<file path="src/rtl/div_pkg.sv">
`default_nettype none
// +----------------------------------------------------------------------+
// | div_pkg : shared types and constants for the div_seq_32 sequencer    |
// | Rev 1.0 : initial release                                            |
// +----------------------------------------------------------------------+
package div_pkg;

  typedef enum logic [2:0] {
    ST_DRAIN = 3'd0,
    ST_IDLE  = 3'd1,
    ST_LOAD  = 3'd2,
    ST_BUSY  = 3'd3,
    ST_RESP  = 3'd4
  } state_e;

  localparam logic [1:0]  OP_DIV  = 2'b00;
  localparam logic [1:0]  OP_DIVU = 2'b01;
  localparam logic [1:0]  OP_REM  = 2'b10;
  localparam logic [1:0]  OP_REMU = 2'b11;

  localparam logic [31:0] INT_MIN = 32'h8000_0000;
  localparam int          DIV_LAT = 34;

  // Magnitude of a signed operand; unsigned operands pass through.
  function automatic logic [31:0] abs_if(input logic [31:0] x, input logic sgn);
    return (sgn && x[31]) ? (~x + 32'd1) : x;
  endfunction

endpackage
`default_nettype wire

</file>
<file path="src/rtl/div_seq_32_if.sv">
`default_nettype none
// +----------------------------------------------------------------------+
// | div_seq_32_if : request/response handshake bundle for div_seq_32     |
// | Rev 1.0 : initial release                                            |
// +----------------------------------------------------------------------+
interface div_seq_32_if #(
  parameter int XLEN  = 32,
  parameter int TAG_W = 5
);
  logic             req_valid_i;
  logic             req_ready_o;
  logic [1:0]       req_op_i;
  logic [XLEN-1:0]  req_a_i;
  logic [XLEN-1:0]  req_b_i;
  logic [TAG_W-1:0] req_tag_i;
  logic             flush_i;
  logic             resp_valid_o;
  logic             resp_ready_i;
  logic [XLEN-1:0]  resp_data_o;
  logic [TAG_W-1:0] resp_tag_o;
  logic             busy_o;

  modport slave (
    input  req_valid_i, req_op_i, req_a_i, req_b_i, req_tag_i, flush_i, resp_ready_i,
    output req_ready_o, resp_valid_o, resp_data_o, resp_tag_o, busy_o
  );

  modport master (
    output req_valid_i, req_op_i, req_a_i, req_b_i, req_tag_i, flush_i, resp_ready_i,
    input  req_ready_o, resp_valid_o, resp_data_o, resp_tag_o, busy_o
  );
endinterface
`default_nettype wire

</file>
<file path="src/rtl/int_div_32.sv">
`default_nettype none
// +----------------------------------------------------------------------+
// | int_div_32 : unsigned radix-2 restoring divider, one bit per cycle   |
// | Rev 1.0 : initial release                                            |
// +----------------------------------------------------------------------+
module int_div_32 (
  input  logic        clk_i,
  input  logic        load_i,
  input  logic [31:0] a_i,
  input  logic [31:0] b_i,
  output logic [31:0] quo_o,
  output logic [31:0] rem_o
);

  logic [31:0] quo_q;
  logic [31:0] rem_q;
  logic [31:0] div_q;
  logic [5:0]  cnt_q;
  logic [32:0] shift;
  logic [32:0] diff;

  // Partial remainder stays below the divisor, so bit 32 of diff is a clean borrow flag.
  assign shift = {rem_q, quo_q[31]};
  assign diff  = shift - {1'b0, div_q};

  always_ff @(posedge clk_i) begin
    if (load_i) begin
      quo_q <= a_i;
      rem_q <= '0;
      div_q <= b_i;
      cnt_q <= 6'd32;
    end else if (cnt_q != 6'd0) begin
      cnt_q <= cnt_q - 6'd1;
      if (!diff[32]) begin
        rem_q <= diff[31:0];
        quo_q <= {quo_q[30:0], 1'b1};
      end else begin
        rem_q <= shift[31:0];
        quo_q <= {quo_q[30:0], 1'b0};
      end
    end
  end

  assign quo_o = quo_q;
  assign rem_o = rem_q;

endmodule
`default_nettype wire

</file>
<file path="src/rtl/div_seq_32.sv">
`default_nettype none
// +----------------------------------------------------------------------+
// | div_seq_32 : RV32M DIV/DIVU/REM/REMU sequencer with result cache     |
// | Rev 1.0 : initial release                                            |
// +----------------------------------------------------------------------+
module div_seq_32 #(
  parameter int XLEN    = 32,
  parameter int TAG_W   = 5,
  parameter int DIV_LAT = div_pkg::DIV_LAT
) (
  input  logic         clk_i,
  input  logic         rst_ni,
  div_seq_32_if.slave  bus
);
  import div_pkg::*;

  localparam int CNT_W = $clog2(DIV_LAT + 1);

  state_e             state_q, state_d;
  logic [CNT_W-1:0]   cnt_q, cnt_d;
  logic [1:0]         op_q, op_d;
  logic [TAG_W-1:0]   tag_q, tag_d;
  logic [XLEN-1:0]    a_q, a_d, b_q, b_d;
  logic [XLEN-1:0]    ua_q, ua_d, ub_q, ub_d;
  logic               qs_q, qs_d, rs_q, rs_d;
  logic [XLEN-1:0]    res_q, res_d;
  logic               cv_q, cv_d, cuns_q, cuns_d;
  logic [XLEN-1:0]    ca_q, ca_d, cb_q, cb_d;
  logic [XLEN-1:0]    cquo_q, cquo_d, crem_q, crem_d;

  logic               div_load;
  logic [XLEN-1:0]    div_quo, div_rem;
  logic               acc, signed_req, hit;
  logic [XLEN-1:0]    qfix, rfix;

  int_div_32 u_div (
    .clk_i  (clk_i),
    .load_i (div_load),
    .a_i    (ua_q),
    .b_i    (ub_q),
    .quo_o  (div_quo),
    .rem_o  (div_rem)
  );

  assign div_load   = (state_q == ST_LOAD);
  assign acc        = bus.req_valid_i && bus.req_ready_o;
  assign signed_req = ~bus.req_op_i[0];
  assign hit        = cv_q && (ca_q == bus.req_a_i) && (cb_q == bus.req_b_i)
                      && (cuns_q == bus.req_op_i[0]);
  assign qfix       = (!op_q[0] && qs_q) ? (~div_quo + 32'd1) : div_quo;
  assign rfix       = (!op_q[0] && rs_q) ? (~div_rem + 32'd1) : div_rem;

  always_comb begin
    state_d = state_q;
    cnt_d   = cnt_q;
    op_d    = op_q;
    tag_d   = tag_q;
    a_d     = a_q;
    b_d     = b_q;
    ua_d    = ua_q;
    ub_d    = ub_q;
    qs_d    = qs_q;
    rs_d    = rs_q;
    res_d   = res_q;
    cv_d    = cv_q;
    cuns_d  = cuns_q;
    ca_d    = ca_q;
    cb_d    = cb_q;
    cquo_d  = cquo_q;
    crem_d  = crem_q;

    unique case (state_q)
      ST_DRAIN: begin
        if (cnt_q <= CNT_W'(1)) begin
          state_d = ST_IDLE;
          cnt_d   = '0;
        end else begin
          cnt_d = cnt_q - CNT_W'(1);
        end
      end

      ST_IDLE: begin
        if (acc) begin
          tag_d = bus.req_tag_i;
          op_d  = bus.req_op_i;
          if (bus.req_b_i == '0) begin
            res_d   = bus.req_op_i[1] ? bus.req_a_i : '1;
            state_d = ST_RESP;
          end else if (signed_req && bus.req_a_i == INT_MIN && bus.req_b_i == '1) begin
            res_d   = bus.req_op_i[1] ? '0 : INT_MIN;
            state_d = ST_RESP;
          end else if (hit) begin
            res_d   = bus.req_op_i[1] ? crem_q : cquo_q;
            state_d = ST_RESP;
          end else begin
            a_d     = bus.req_a_i;
            b_d     = bus.req_b_i;
            ua_d    = abs_if(bus.req_a_i, signed_req);
            ub_d    = abs_if(bus.req_b_i, signed_req);
            qs_d    = bus.req_a_i[31] ^ bus.req_b_i[31];
            rs_d    = bus.req_a_i[31];
            state_d = ST_LOAD;
          end
        end
      end

      ST_LOAD: begin
        if (bus.flush_i) begin
          state_d = ST_DRAIN;
          cnt_d   = CNT_W'(DIV_LAT);
        end else begin
          state_d = ST_BUSY;
          cnt_d   = CNT_W'(DIV_LAT - 1);
        end
      end

      ST_BUSY: begin
        if (bus.flush_i) begin
          // The divider keeps running; drain exactly what is left of this run.
          state_d = ST_DRAIN;
        end else if (cnt_q == '0) begin
          res_d   = op_q[1] ? rfix : qfix;
          cv_d    = 1'b1;
          cuns_d  = op_q[0];
          ca_d    = a_q;
          cb_d    = b_q;
          cquo_d  = qfix;
          crem_d  = rfix;
          state_d = ST_RESP;
        end else begin
          cnt_d = cnt_q - CNT_W'(1);
        end
      end

      ST_RESP: begin
        if (bus.flush_i || bus.resp_ready_i) begin
          state_d = ST_IDLE;
        end
      end

      default: begin
        state_d = ST_DRAIN;
        cnt_d   = CNT_W'(DIV_LAT);
      end
    endcase
  end

  always_ff @(posedge clk_i or negedge rst_ni) begin
    if (!rst_ni) begin
      state_q <= ST_DRAIN;
      cnt_q   <= CNT_W'(DIV_LAT);
      op_q    <= '0;
      tag_q   <= '0;
      a_q     <= '0;
      b_q     <= '0;
      ua_q    <= '0;
      ub_q    <= '0;
      qs_q    <= 1'b0;
      rs_q    <= 1'b0;
      res_q   <= '0;
      cv_q    <= 1'b0;
      cuns_q  <= 1'b0;
      ca_q    <= '0;
      cb_q    <= '0;
      cquo_q  <= '0;
      crem_q  <= '0;
    end else begin
      state_q <= state_d;
      cnt_q   <= cnt_d;
      op_q    <= op_d;
      tag_q   <= tag_d;
      a_q     <= a_d;
      b_q     <= b_d;
      ua_q    <= ua_d;
      ub_q    <= ub_d;
      qs_q    <= qs_d;
      rs_q    <= rs_d;
      res_q   <= res_d;
      cv_q    <= cv_d;
      cuns_q  <= cuns_d;
      ca_q    <= ca_d;
      cb_q    <= cb_d;
      cquo_q  <= cquo_d;
      crem_q  <= crem_d;
    end
  end

  assign bus.req_ready_o  = (state_q == ST_IDLE) && !bus.flush_i;
  assign bus.resp_valid_o = (state_q == ST_RESP);
  assign bus.resp_data_o  = res_q;
  assign bus.resp_tag_o   = tag_q;
  assign bus.busy_o       = (state_q != ST_IDLE);

endmodule
`default_nettype wire

</file>
<file path="src/flat_wrapper.sv">
// flat-port wrapper written by rule: the top's interface ports become plain ports
module div_seq_32_flat import div_pkg::*;
#(
  parameter int XLEN    = 32,
  parameter int TAG_W   = 5,
  parameter int DIV_LAT = div_pkg::DIV_LAT
)
  (clk_i, rst_ni, bus_req_valid_i, bus_req_op_i, bus_req_a_i, bus_req_b_i, bus_req_tag_i, bus_flush_i, bus_resp_ready_i, bus_req_ready_o, bus_resp_valid_o, bus_resp_data_o, bus_resp_tag_o, bus_busy_o);
  div_seq_32_if #(.XLEN(XLEN), .TAG_W(TAG_W)) bus_i ();
  input  logic clk_i;
  input  logic rst_ni;
  input wire logic [$bits(bus_i.req_valid_i)-1:0] bus_req_valid_i;
  input wire logic [$bits(bus_i.req_op_i)-1:0] bus_req_op_i;
  input wire logic [$bits(bus_i.req_a_i)-1:0] bus_req_a_i;
  input wire logic [$bits(bus_i.req_b_i)-1:0] bus_req_b_i;
  input wire logic [$bits(bus_i.req_tag_i)-1:0] bus_req_tag_i;
  input wire logic [$bits(bus_i.flush_i)-1:0] bus_flush_i;
  input wire logic [$bits(bus_i.resp_ready_i)-1:0] bus_resp_ready_i;
  output wire logic [$bits(bus_i.req_ready_o)-1:0] bus_req_ready_o;
  output wire logic [$bits(bus_i.resp_valid_o)-1:0] bus_resp_valid_o;
  output wire logic [$bits(bus_i.resp_data_o)-1:0] bus_resp_data_o;
  output wire logic [$bits(bus_i.resp_tag_o)-1:0] bus_resp_tag_o;
  output wire logic [$bits(bus_i.busy_o)-1:0] bus_busy_o;
  assign bus_i.req_valid_i = bus_req_valid_i;
  assign bus_i.req_op_i = bus_req_op_i;
  assign bus_i.req_a_i = bus_req_a_i;
  assign bus_i.req_b_i = bus_req_b_i;
  assign bus_i.req_tag_i = bus_req_tag_i;
  assign bus_i.flush_i = bus_flush_i;
  assign bus_i.resp_ready_i = bus_resp_ready_i;
  assign bus_req_ready_o = bus_i.req_ready_o;
  assign bus_resp_valid_o = bus_i.resp_valid_o;
  assign bus_resp_data_o = bus_i.resp_data_o;
  assign bus_resp_tag_o = bus_i.resp_tag_o;
  assign bus_busy_o = bus_i.busy_o;
  div_seq_32 #(.XLEN(XLEN), .TAG_W(TAG_W), .DIV_LAT(DIV_LAT)) u_core (.clk_i(clk_i), .rst_ni(rst_ni), .bus(bus_i));
endmodule
</file>
<file path="config.mk">
export PLATFORM = sky130hd
export DESIGN_NAME = div_seq_32_flat
export DESIGN_NICKNAME = d
export VERILOG_FILES = /design/src/rtl/div_pkg.sv /design/src/rtl/div_seq_32_if.sv /design/src/rtl/int_div_32.sv /design/src/rtl/div_seq_32.sv /design/src/flat_wrapper.sv
export SDC_FILE = /design/constraint.sdc
export NUM_CORES = 1
export LEC_CHECK = 0
export CAP_MARGIN = 20
export CORE_MARGIN = 4
export CORE_UTILIZATION = 60
export DETAILED_ROUTE_END_ITERATION = 12
export DONT_BUFFER_PORTS = 1
export GPL_ROUTABILITY_DRIVEN = 1
export GPL_TIMING_DRIVEN = 0
export PLACE_DENSITY = 0.76
export SYNTH_ARGS = -nofsm -noshare
export SYNTH_HDL_FRONTEND = slang
export SYNTH_SLANG_ARGS = --single-unit
</file>
<file path="constraint.sdc">
create_clock -name clk_i -period 7.2 [get_ports clk_i]
set_input_delay 2.16 -clock clk_i [delete_from_list [all_inputs] [get_ports clk_i]]
set_output_delay 2.16 -clock clk_i [all_outputs]
set_load 0.01 [all_outputs]
</file>
==> impl_results.md <==
- Most used DFF post-synth: dfrtp_1
- Fmax: 0.179 GHz
- GRT busiest layer: met2
- Latest clock arrival within the worst-skew pair: 0.58 ns
- YS warnings: 0
- Most frequent cells in the layout: nand2_1 (451), dfrtp_1 (303), nor2_1 (271)
- Commonest non-fill, non-tap cell in the layout: nand2_1
- Clock root buffer: clkbuf_16
- Num rows: 69
- Fin crit period: 5.58 ns
- Total Power: 11.3 mW
- N_diodes: 0
- Area contributors post-synth: dfrtp_1 (35%), edfxtp_1 (8.8%), nand2_1 (7.7%)
- Initial antenna violation count: 1
- Maxcap violations: 0
- GR Util met1: 47.0%
- Die Width: 199 um
- GRT met3 Usage: 7.28%
- Final nets: 2609
- HP Class: flop to flop
- Worst Setup EP: u_core.bus.resp_data_o[11]
- Setup ws final: 1.62 ns
- Post-CTS Setup Bufs: 0
- Status: completed
- First-pass GRT wire length: 103 mm
- Crit Path Max Fanout: 10
- Yosys top cell area share: 34.6%
- CTS H-tree depth: 2
- Drt first pass iters: 8
- CTS tree: built
- Ys async rst share: 74.9%
- Critical Path End Type: flop
- Number of port buffers: 0
- DP HPWL: 50.5 mm
- Max-slew violations: 0
- Fin cells: 2987
- Flops & latches, synth: 407
- Hold Buf Count CTS: 0
- Slew HR: 31.8%
- Hold WS: 0.446 ns
- Vias in the first global route: 17624
- Synth Instances: 2443
- Antenna Nets Post-Route: 0
- CTS clk-pin slew, worst paths: 0.06 ns
- Mean Syn Cell Area: 8.96 um2
- RSZ-0062 raised after global routing: false
- Initial Utilization: 61.2%
- Total clock sinks: 407
- Synth Net Count: 2561
- Reg-to-Reg End: u_core.u_div.rem_o[0]
- Critical Path Start Type: input port
- Average wire per standard cell: 22.7 um
- CTS Buf Count: 43
- Die area: 39600 um2
- Top Ports: 116
- Reg-to-reg critical path startpoint: u_core.u_div.rem_o[0]
- Number of remaining DRC errors: 0
- Fin crit share: 77.5%
- Cell Pwr Density: 474 nW/um2
- Post-CTS resize count: 0
- Finished Core Util: 67.0%
- Fin Setup TNS: 0 ns
- WP data required: 7.62 ns
- Static leakage: 10.5 nW
- Final setup vio count: 0
- Pre-CTS setup slack: 1.24 ns
- Post-Place Cells: 2904
- Worst IR Drop VDD: 0.300 mV
- Fin. Hold Viols: 0
- Largest net degree at the start of global routing: 306
- Share of post-route cells with drive strength above 1: 5.58%
- Via density: 6.23
- Post-Syn Area: 21900 um2
- Reg2reg path depth: 13
- GP Congestion: 0.993
- Post-Route WL: 67.8 mm
- Post-Layout Inst Area: 24000 um2
- Reg2Reg Setup Slack: 3.06 ns
- Area delta synth->final: 9.43%
- Overflow after GRT: 0
- Setup Skew: 0.0289 ns
- Worst Path Arrival: 6.00 ns
- Die Y: 199 um
- CORE AREA: 35700 um2
- Count of different cell masters after synthesis: 80
- Synth area leader: dfrtp_1
- Met2 GRT Util: 51.7%
- Worst Tran Pin Value: 1.01 ns
- GRT Total Usage: 33.9%
- Post-synthesis sequential area ratio: 47.1%
- Initial drt markers: 2094
- Dpl cell area: 22500 um2
- Post-synth EDFFs: 64
- Kind of critical path: input port to flop
- Vias: 18604
- Critical path startpoint: bus_req_b_i[12]
- Maximum root-to-sink buffer count: 3
-- cell usage after synthesis (13+ instances only) --
cell / instances
nor3_1: 33
o21ai_0: 133
buf_1: 15
mux2i_1: 14
nor4_1: 25
a221o_1: 14
nand2_1: 451
clkbuf_1: 103
a21o_1: 19
xor2_1: 96
buf_2: 21
nand4_1: 20
xnor2_1: 99
buf_6: 13
inv_1: 75
edfxtp_1: 64
a31oi_1: 24
o31ai_1: 18
a21oi_1: 260
mux2_1: 65
nand3_1: 13
nor2_1: 271
dfrtp_1: 303
dfxtp_1: 38
a211oi_1: 21
nand2b_1: 20
ha_1: 41
-- critical path, cell delays in order --
cell,delay (ns)
clkbuf_1,0.42
o22ai_1,0.22
a221o_1,0.29
a2111oi_0,0.35
nand4_1,0.16
nor4_1,0.88
nor2_1,0.25
o21ai_2,0.53
clkbuf_1,0.54
a21oi_1,0.18
-- per-layer routing --
layer	vias to the layer above	share of wire, %
met5	-	0
li1	8514	-
met1	8983	40
met4	0	4.9
met3	163	10
met2	944	44
-- power breakdown --
group / switching, mW / internal, mW
sequential: 0.910 / 3.49
combinational: 2.87 / 1.83
clock: 0.941 / 1.31
total: 4.72 / 6.62
-- how the worst min path moves through the flow --
stage	startpoint	endpoint	slack, ns	cells past startpoint
2_1_floorplan	u_core.ub_q[31]	u_core.u_div.div_q[31]	0.42	0
3_3_place_gp	u_core.ub_q[30]	u_core.u_div.div_q[30]	0.43	0
3_5_place_dp	u_core.ub_q[9]	u_core.u_div.div_q[9]	0.43	0
4_1_cts	u_core.ub_q[29]	u_core.u_div.div_q[29]	0.45	0
5_1_grt	u_core.ub_q[29]	u_core.u_div.div_q[29]	0.46	0
6_report	u_core.ub_q[9]	u_core.u_div.div_q[9]	0.45	0
-- logic make-up (layout without fill, tap and decap cells) --
kind of cell / after synthesis / after routing / synth area share, %
XOR/XNOR: 196 / 196 / 7.88
flip-flops: 407 / 407 / 47.1
adder cells (fa/ha/maj): 42 / 42 / 2.44
AO/OA/AOI/OAI: 582 / 582 / 15.8
AND/OR/NAND/NOR: 901 / 901 / 17.8
multiplexers: 88 / 88 / 4.45
buffers and inverters: 227 / 310 / 4.46
-- registers in the layout, indices dropped and copies added (netlist names), 5 cells and up --
name / cells
u_core.cnt_q: 6
u_core.ua_q: 32
u_core.u_div.div_q: 32
u_core.ub_q: 32
u_core.u_div.rem_o: 32
u_core.bus.resp_data_o: 32
u_core.u_div.quo_o: 32
u_core.bus.resp_tag_o: 5
u_core.u_div.cnt_q: 6
u_core.cb_q: 32
u_core.b_q: 31
u_core.crem_q: 32
u_core.ca_q: 32
u_core.cquo_q: 32
u_core.a_q: 30
-- cell type report --
| type | instances | area [um2] |
|---|---|---|
| clock inverters | 15 | 124 |
| multi-input cells | 1809 | 10600 |
| well taps | 461 | 577 |
| repair buffers | 3 | 40.0 |
| inverters | 75 | 282 |
| fillers | 2895 | 11800 |
| flip-flops and latches | 407 | 10300 |
| clock buffers | 65 | 1320 |
| plain buffers | 152 | 696 |
Power figures use the tool's default switching activity.
